$ cat config.mk
export PLATFORM = sky130hd
export DESIGN_NAME = nan_eye_capture_ctrl
export DESIGN_NICKNAME = d
export VERILOG_FILES = /design/src/rtl/nan_eye_pkg.sv /design/src/rtl/nan_eye_pix_fifo.sv /design/src/rtl/nan_eye_capture_ctrl.sv
export SDC_FILE = /design/constraint.sdc
export NUM_CORES = 1
export LEC_CHECK = 0
export CAP_MARGIN = 10
export CORE_MARGIN = 3
export CORE_UTILIZATION = 25
export CTS_CLUSTER_SIZE = 14
export DETAILED_ROUTE_END_ITERATION = 10
export SYNTH_ARGS = -nofsm -noshare
export SYNTH_HDL_FRONTEND = slang
export SYNTH_HIERARCHICAL = 1
export SYNTH_SLANG_ARGS = --single-unit
$ cat constraint.sdc
create_clock -name SCLOCK -period 3.4 [get_ports SCLOCK]
set_clock_uncertainty 0.15 [all_clocks]
set_input_delay 0.68 -clock SCLOCK [delete_from_list [all_inputs] [get_ports SCLOCK]]
set_output_delay 0.68 -clock SCLOCK [all_outputs]
set_load 0.01 [all_outputs]
$ cat src/rtl/nan_eye_pkg.sv
// Shared types for the NanEye capture path: FSM state encoding, FIFO entry layout
// and default frame geometry.
package nan_eye_pkg;

    typedef enum logic [2:0] {
        ST_IDLE    = 3'd0,
        ST_ARM     = 3'd1,
        ST_CAPTURE = 3'd2,
        ST_DONE    = 3'd3,
        ST_ERROR   = 3'd4
    } state_t;

    localparam int PIX_W          = 10;
    localparam int ENTRY_W        = PIX_W + 2;
    localparam int TMO_W          = 16;
    localparam int DEF_ROWS       = 250;
    localparam int DEF_COLS       = 250;
    localparam int DEF_ARM_CYCLES = 16;
    localparam int DEF_TIMEOUT    = 65535;

    typedef struct packed {
        logic             sof;
        logic             eol;
        logic [PIX_W-1:0] data;
    } pix_entry_t;

    // Row/column counters share one width, sized for the larger dimension.
    function automatic int rc_width(input int rows, input int cols);
        int m;
        m = (rows > cols) ? rows : cols;
        return (m > 1) ? $clog2(m) : 1;
    endfunction

endpackage

$ cat src/rtl/nan_eye_pix_fifo.sv
// Small show-ahead pixel FIFO; the head entry is visible the cycle after it is written.
// A push into a full FIFO is accepted only when the head is popped in the same cycle.
module nan_eye_pix_fifo
    import nan_eye_pkg::*;
#(
    parameter int AW = 2
)(
    input  logic       SCLOCK,
    input  logic       RESET,
    input  logic       flush,
    input  logic       push,
    input  pix_entry_t wr_entry,
    input  logic       pop,
    output pix_entry_t rd_entry,
    output logic       full,
    output logic       empty,
    output logic       drop
);

    localparam int DEPTH = 1 << AW;
    localparam logic [AW-1:0] PTR_ONE = 1;
    localparam logic [AW:0]   CNT_ONE = 1;
    localparam logic [AW:0]   CNT_FULL = (AW+1)'(DEPTH);

    logic [ENTRY_W-1:0] mem [DEPTH];
    logic [AW-1:0]      wr_ptr_reg;
    logic [AW-1:0]      rd_ptr_reg;
    logic [AW:0]        count_reg;
    logic               do_push;
    logic               do_pop;

    assign full    = (count_reg == CNT_FULL);
    assign empty   = (count_reg == '0);
    assign do_pop  = pop && !empty;
    assign do_push = push && (!full || do_pop);
    assign drop    = push && full && !do_pop;

    // Head fields read as zero while empty so the outputs stay quiet between frames.
    assign rd_entry = empty ? '0 : pix_entry_t'(mem[rd_ptr_reg]);

    always_ff @(posedge SCLOCK) begin
        if (do_push) begin
            mem[wr_ptr_reg] <= wr_entry;
        end
    end

    always_ff @(posedge SCLOCK or posedge RESET) begin
        if (RESET) begin
            wr_ptr_reg <= '0;
            rd_ptr_reg <= '0;
            count_reg  <= '0;
        end else if (flush) begin
            wr_ptr_reg <= '0;
            rd_ptr_reg <= '0;
            count_reg  <= '0;
        end else begin
            if (do_push) begin
                wr_ptr_reg <= wr_ptr_reg + PTR_ONE;
            end
            if (do_pop) begin
                rd_ptr_reg <= rd_ptr_reg + PTR_ONE;
            end
            case ({do_push, do_pop})
                2'b10:   count_reg <= count_reg + CNT_ONE;
                2'b01:   count_reg <= count_reg - CNT_ONE;
                default: count_reg <= count_reg;
            endcase
        end
    end

endmodule

$ cat src/rtl/nan_eye_capture_ctrl.sv
// NanEye frame-capture sequencer: arms the deserializer, counts pixels into rows and
// columns, tags SOF/EOL into a small FIFO and flags frame end, link stalls and overflow.
module nan_eye_capture_ctrl
    import nan_eye_pkg::*;
#(
    parameter int C_ROWS       = DEF_ROWS,
    parameter int C_COLS       = DEF_COLS,
    parameter int C_ARM_CYCLES = DEF_ARM_CYCLES,
    parameter int C_TIMEOUT    = DEF_TIMEOUT,
    parameter int C_FIFO_AW    = 2
)(
    input  logic             SCLOCK,
    input  logic             RESET,
    input  logic             CAPTURE_REQ,
    input  logic             CONT_MODE,
    input  logic             ABORT,
    input  logic [PIX_W-1:0] RX_PIX,
    input  logic             RX_PIX_VLD,
    output logic             SYNC_EN,
    output logic [PIX_W-1:0] PIX_DATA,
    output logic             PIX_SOF,
    output logic             PIX_EOL,
    output logic             PIX_VLD,
    input  logic             PIX_RDY,
    output logic             FRAME_DONE,
    output logic             ERR_TIMEOUT,
    output logic             ERR_OVF,
    output logic             BUSY
);

    localparam int RC_W  = rc_width(C_ROWS, C_COLS);
    localparam int ARM_W = (C_ARM_CYCLES > 1) ? $clog2(C_ARM_CYCLES) : 1;

    localparam logic [RC_W-1:0]  LAST_ROW = RC_W'(C_ROWS - 1);
    localparam logic [RC_W-1:0]  LAST_COL = RC_W'(C_COLS - 1);
    localparam logic [RC_W-1:0]  RC_ONE   = 1;
    localparam logic [ARM_W-1:0] ARM_LAST = ARM_W'(C_ARM_CYCLES - 1);
    localparam logic [ARM_W-1:0] ARM_ONE  = 1;
    localparam logic [TMO_W-1:0] TMO_LAST = TMO_W'(C_TIMEOUT - 1);
    localparam logic [TMO_W-1:0] TMO_MAX  = TMO_W'(C_TIMEOUT);
    localparam logic [TMO_W-1:0] TMO_ONE  = 1;

    state_t           state_reg;
    logic [RC_W-1:0]  row_reg;
    logic [RC_W-1:0]  col_reg;
    logic [TMO_W-1:0] tmo_reg;
    logic [ARM_W-1:0] arm_reg;
    logic             sync_en_reg;
    logic             frame_done_reg;
    logic             err_timeout_reg;
    logic             err_ovf_reg;
    logic             busy_reg;

    logic       arm_entry;
    logic       pix_take;
    pix_entry_t push_entry;
    pix_entry_t head_entry;
    logic       fifo_full;
    logic       fifo_empty;
    logic       fifo_drop;

    // Pixels are only counted and stored while capturing; ABORT beats everything.
    assign pix_take = (state_reg == ST_CAPTURE) && RX_PIX_VLD && !ABORT;

    assign push_entry.sof  = (row_reg == '0) && (col_reg == '0);
    assign push_entry.eol  = (col_reg == LAST_COL);
    assign push_entry.data = RX_PIX;

    always_comb begin
        arm_entry = 1'b0;
        if (!ABORT) begin
            case (state_reg)
                ST_IDLE:           arm_entry = CAPTURE_REQ;
                ST_DONE, ST_ERROR: arm_entry = CONT_MODE;
                default:           arm_entry = 1'b0;
            endcase
        end
    end

    nan_eye_pix_fifo #(
        .AW (C_FIFO_AW)
    ) u_fifo (
        .SCLOCK   (SCLOCK),
        .RESET    (RESET),
        .flush    (ABORT),
        .push     (pix_take),
        .wr_entry (push_entry),
        .pop      (PIX_RDY),
        .rd_entry (head_entry),
        .full     (fifo_full),
        .empty    (fifo_empty),
        .drop     (fifo_drop)
    );

    always_ff @(posedge SCLOCK or posedge RESET) begin
        if (RESET) begin
            state_reg       <= ST_IDLE;
            row_reg         <= '0;
            col_reg         <= '0;
            tmo_reg         <= '0;
            arm_reg         <= '0;
            sync_en_reg     <= 1'b0;
            frame_done_reg  <= 1'b0;
            err_timeout_reg <= 1'b0;
            err_ovf_reg     <= 1'b0;
            busy_reg        <= 1'b0;
        end else begin
            frame_done_reg  <= 1'b0;
            err_timeout_reg <= 1'b0;
            if (fifo_drop) begin
                err_ovf_reg <= 1'b1;
            end

            if (ABORT) begin
                state_reg   <= ST_IDLE;
                sync_en_reg <= 1'b0;
                busy_reg    <= 1'b0;
            end else if (arm_entry) begin
                // Every frame starts from a clean slate, including the overflow flag.
                state_reg   <= ST_ARM;
                arm_reg     <= '0;
                row_reg     <= '0;
                col_reg     <= '0;
                tmo_reg     <= '0;
                err_ovf_reg <= 1'b0;
                sync_en_reg <= 1'b0;
                busy_reg    <= 1'b1;
            end else begin
                case (state_reg)
                    ST_IDLE: begin
                        sync_en_reg <= 1'b0;
                    end
                    ST_ARM: begin
                        if (arm_reg == ARM_LAST) begin
                            state_reg   <= ST_CAPTURE;
                            sync_en_reg <= 1'b1;
                        end else begin
                            arm_reg <= arm_reg + ARM_ONE;
                        end
                    end
                    ST_CAPTURE: begin
                        if (pix_take) begin
                            tmo_reg <= '0;
                            if (col_reg == LAST_COL) begin
                                col_reg <= '0;
                                if (row_reg == LAST_ROW) begin
                                    row_reg        <= '0;
                                    state_reg      <= ST_DONE;
                                    frame_done_reg <= 1'b1;
                                    sync_en_reg    <= 1'b0;
                                end else begin
                                    row_reg <= row_reg + RC_ONE;
                                end
                            end else begin
                                col_reg <= col_reg + RC_ONE;
                            end
                        end else if (tmo_reg == TMO_LAST) begin
                            tmo_reg         <= TMO_MAX;
                            state_reg       <= ST_ERROR;
                            err_timeout_reg <= 1'b1;
                            sync_en_reg     <= 1'b0;
                        end else if (tmo_reg != TMO_MAX) begin
                            tmo_reg <= tmo_reg + TMO_ONE;
                        end
                    end
                    ST_DONE, ST_ERROR: begin
                        state_reg   <= ST_IDLE;
                        sync_en_reg <= 1'b0;
                        busy_reg    <= 1'b0;
                    end
                    default: begin
                        state_reg   <= ST_IDLE;
                        sync_en_reg <= 1'b0;
                        busy_reg    <= 1'b0;
                    end
                endcase
            end
        end
    end

    assign SYNC_EN     = sync_en_reg;
    assign FRAME_DONE  = frame_done_reg;
    assign ERR_TIMEOUT = err_timeout_reg;
    assign ERR_OVF     = err_ovf_reg;
    assign BUSY        = busy_reg;
    assign PIX_VLD     = !fifo_empty;
    assign PIX_DATA    = head_entry.data;
    assign PIX_SOF     = head_entry.sof;
    assign PIX_EOL     = head_entry.eol;

endmodule

### Word-level counts from Yosys, hierarchy flattened

Memory sizes are Yosys's and may differ from the RTL's.
Index checks and enable logic that the tools add are counted.

* bits of input ports: 17
* bits in writable memories: 48
* flip-flop bits (word level): 51
* memories kept: 1
* word-level logic and storage cells: 135

* equality and inequality tests: 19
* mux-type cells: 61
* bitwise operators: 1
* reductions and logical operators: 32
* add/subtract/negate cells: 8

Memories
* u_fifo.mem: words 4, width 12, rd ports 1, clocked after Yosys merged registers in 0, write ports 1, RTL line nan_eye_pix_fifo.sv:25 `logic [ENTRY_W-1:0] mem [DEPTH];`

Operators by type and width (number)
* 16-bit two-way mux: 5
* 8-bit two-way mux: 9
* 1-bit two-way mux: 27
* 3-bit two-way mux: 8
* 16-bit by 1-bit adder with 16-bit output (second input constant): 1
* 8-bit by 1-bit adder with 8-bit output (second input constant): 2
* 16-bit == test (second input constant): 1
* 8-bit == test (second input constant): 2
* 8-bit logical NOT: 2
* 16-bit inequality test (second input constant): 1
* 12-bit two-way mux: 1
* 4-bit two-way mux: 3
* 2-bit nonzero test: 6
* 5-bit inequality test (second input constant): 2
* 3-bit one-hot mux with 3 select lines: 1
* 3-bit AND reduction: 3
* 2-bit two-way mux: 4
* 4-bit AND reduction: 2
* 1-bit logical AND: 7
* 3-bit by 2-bit == test with 1-bit output (second input constant): 2
* 3-bit == test (second input constant): 2
* 3-bit logical NOT: 2
* 3-bit one-hot mux with 2 select lines: 1
* 5-bit by 3-bit inequality test with 1-bit output (second input constant): 1
* 21 further kinds: 26

### Longest topological paths before layout

* depth in word-level cells: 8
* mapped depth: 11

### By module

The synthesis kept the hierarchy.

By module, submodules not included
* nan_eye_capture_ctrl: area each 2622.5 µm², seq. area each 1101.1 µm², cells an instance 293, instances 1
* nan_eye_pix_fifo: area each 2387.3 µm², seq. area each 1616.6 µm², cells an instance 139, instances 1

### Worst setup path before layout

OpenSTA, ideal clock, no wires.

* path kind: input-to-reg
* start: in ABORT
* end: reg u_fifo.count_reg[2]
* setup slack: 242 ps
* cell stages on the path: 10
* arrival: 2919 ps
* required time: 3162 ps
* setup time: 88 ps
* cells stage by stage: nor4b_4 > nand2_1 > inv_2 > buf_2 > buf_2 > nand2b_1 > nor2_1 > fa_1 > or4_1 > a41oi_1

* cells in the longest elaborated chain, start to end: 6

RTL lines
* from (decl): RTL line nan_eye_capture_ctrl.sv:16 `input logic ABORT,`
* 1-bit logical NOT (*)
* 1-bit logical AND (*): RTL line nan_eye_capture_ctrl.sv:63 `assign pix_take = (state_reg == ST_CAPTURE) && RX_PIX_VLD && !ABORT;`
* named net pix_take: RTL line nan_eye_capture_ctrl.sv:55 `logic pix_take;`
* 1-bit logical AND (*): RTL line nan_eye_pix_fifo.sv:35 `assign do_push = push && (!full || do_pop);`
* 2-bit by 1-bit == test with 1-bit output or 2-bit == test (tied branches): RTL line nan_eye_pix_fifo.sv:63 `case ({do_push, do_pop})`
* 3-bit one-hot mux with 2 select lines: RTL line nan_eye_pix_fifo.sv:63
* 3-bit two-way mux: RTL line nan_eye_pix_fifo.sv:52 `end else if (flush) begin`
* to (signal assigned): RTL line nan_eye_pix_fifo.sv:64 `2'b10: count_reg <= count_reg + CNT_ONE;`
* to (signal assigned): RTL line nan_eye_pix_fifo.sv:65 `2'b01: count_reg <= count_reg - CNT_ONE;`
* to (signal assigned): RTL line nan_eye_pix_fifo.sv:66 `default: count_reg <= count_reg;`
* to (decl): RTL line nan_eye_pix_fifo.sv:28 `logic [AW:0] count_reg;`

Mark *: on every way through the listed nets, which the timed path passes. The rest lies on a longest branch.
A chain may end at the register's enable or synchronous reset.

### Worst setup path after layout

* start: reg u_fifo.rd_ptr_reg[1]
* end: out PIX_EOL

* cells in the longest elaborated chain, start to end: 2

RTL lines
* from (decl): RTL line nan_eye_pix_fifo.sv:27 `logic [AW-1:0] rd_ptr_reg;`
* from (signal assigned): RTL line nan_eye_pix_fifo.sv:61 `rd_ptr_reg <= rd_ptr_reg + PTR_ONE;`
* memory read 4 x 12 bit
* 12-bit two-way mux: RTL line nan_eye_pix_fifo.sv:39 `assign rd_entry = empty ? '0 : pix_entry_t'(mem[rd_ptr_reg]);`
* to (decl): RTL line nan_eye_capture_ctrl.sv:22 `output logic PIX_EOL,`

Every way passes these cells.

==> results.yml <==
timing:
  finalMaxSlewViolations: 0
  setup_tns_ns: 0
  setup_viol: 0
  slew_headroom_pct: 56.1
  hold_viol: 0
  period_share_pct: 87.0
  fin_crit_ns: 2.96
  tightest_slew_ns: 0.653
  rsz0062_at_grt: "no"
  worst_hold_slack_ns: 0.358
  timing.fmax_mhz: 338
routing:
  via_count: 3503
  ant_nets: 0
  drtPass1Iterations: 4
  wl_per_cell_um: 14.3
  drc: 0
  drtIter0Drc: 226
  via_per_inst: 4.74
  wirelength_um: 10600
clock_network:
  cts_resized: 0
  cts_hold_buffers: 0
  clock_latency_ns: 0.35
  clkSinkCount: 99
  cts_buffer_depth: 2
  clockRootBuffer: "clkbuf_16"
  post_cts_buffers: 0
  ctsHtreeMaxLevel: 3
  cts_tree: "yes"
  path_clk_slew_ns: 0.07
  numCtsBuffers: 9
pwr:
  combinationalPowerShare_pct: 11.1
  seqPwrFrac_pct: 51.2
  vdd_drop_max_mv: 0.264
  power_density_nw_per_um2: 442
  clock_power_share_pct: 37.7
  power.switching_mw: 0.695
  switching_share_pct: 26.3
  p_int_mw: 1.95
  p_leak_nw: 2.23
global_route:
  grt-ovfl-total: 0
  grt_max_degree: 45
  antenna_found_initial: 0
  grt_pass1_vias: 3505
  grt_pass1_wl_um: 17600
  grt.total_usage_pct: 9.94
synthesis:
  syn-cell-area_um2: 5010
  syn_nets: 462
  yosysWarningCount: 6
  syn_inst: 431
  syn_avg_cell_area_um2: 11.6
layout:
  largest_reg_flops: 48
  layout_common_cells: "51 x dfrtp_1, 48 x edfxtp_1, 34 x clkdlybuf4s50_1"
  drive_above_1_share_pct: 15.0
  area_growth_pct: 19.3
  fin_nets: 500
  num_antenna_cells: 0
  final_common_cell: "dfrtp_1"
  fill_cells: 1976
status:
  status: "finished clean"
floorplan:
  coreArea_um2: 19600
  die_area_um2: 21800
  die_h_um: 148
  die_x_um: 148
  core.rowCount: 51
  ios: 35
  initial_utilization_pct: 25.6
setup_path:
  critPathKind: "flop to output pin"
  cp-start-kind: "flop"
  worst_ep_required_time_ns: 2.57
  reg2reg_slack_ns: 0.86
  crit_arrival_ns: 2.13
  cp_max_fo: 13
  endpoint_kind: "output pin"
placement:
  dp_hpwl_um: 7150
  port_buffers: 34
  gp_congestion: 0.807
min_path:
  hold_class: "flop to flop"
job:
  max_cap_violations: 0
==> final cells by class <==
type | instances | area (um^2) | share of cell area (%)
clock buffer | 9 | 225 | 3.77
clock inverter | 7 | 62.6 | 1.05
inverter | 16 | 60.1 | 1.01
multi-input combinational | 293 | 2100 | 35.2
sequential | 99 | 2720 | 45.5
tap | 265 | 332 | 5.55
timing repair buffer | 50 | 473 | 7.92
==> final timing paths <==
path / startpoint / endpoint / depth (start not counted)
worst max-delay path: u_fifo/rd_ptr_reg[1]$_DFFE_PP0P_ / PIX_EOL / 3
max in group asynchronous: RESET / tmo_reg[13]$_DFFE_PP0P_ / 3
min in group asynchronous: RESET / u_fifo/count_reg[2]$_DFFE_PP0P_ / 2
worst max register to register: state_reg[2]$_DFFE_PP0P_ / u_fifo/count_reg[2]$_DFFE_PP0P_ / 8
worst min register to register: ERR_OVF$_DFF_PP0_ / ERR_OVF$_DFF_PP0_ / 2
worst min-delay path: ERR_OVF$_DFF_PP0_ / ERR_OVF$_DFF_PP0_ / 2
==> through the flow <==
stage	cell area, um^2	setup slack [ns]	utilization [%]	power (mW)	cells
floorplan	5010	0.242	-	1.56	431
detailed placement	5680	0.215	29.0	1.67	723
global placement	5680	0.274	29.0	1.66	723
CTS	5970	0.383	30.5	2.68	739
finish	5970	0.442	30.5	2.64	739
global route	5970	0.320	30.5	2.78	739
==> per-layer routing <==
metal	share of wire (%)	wire length, um	GRT usage, %	vias to the layer above
met1	47	4950	12.7	1741
met2	48	5040	16.6	67
met4	1.1	116	2.70	0
li1	-	-	-	1684
met5	0	0	0	-
met3	4.3	450	2.82	11
==> critical path: stages, from the launching register on <==
cell and delay [ns]:
dfrtp_1 0.74, mux4_2 0.41, nor2b_1 0.15, clkdlybuf4s50_1 0.48
==> power by group through the flow <==
stage	clock (mW)	combinational (mW)	sequential, mW
floorplan	0	0.195	1.37
global placement	0	0.285	1.37
detailed placement	0	0.297	1.38
CTS	1.03	0.298	1.35
global route	1.09	0.332	1.36
finish	0.996	0.293	1.35
No activity file was read; power rests on OpenSTA's default activity.
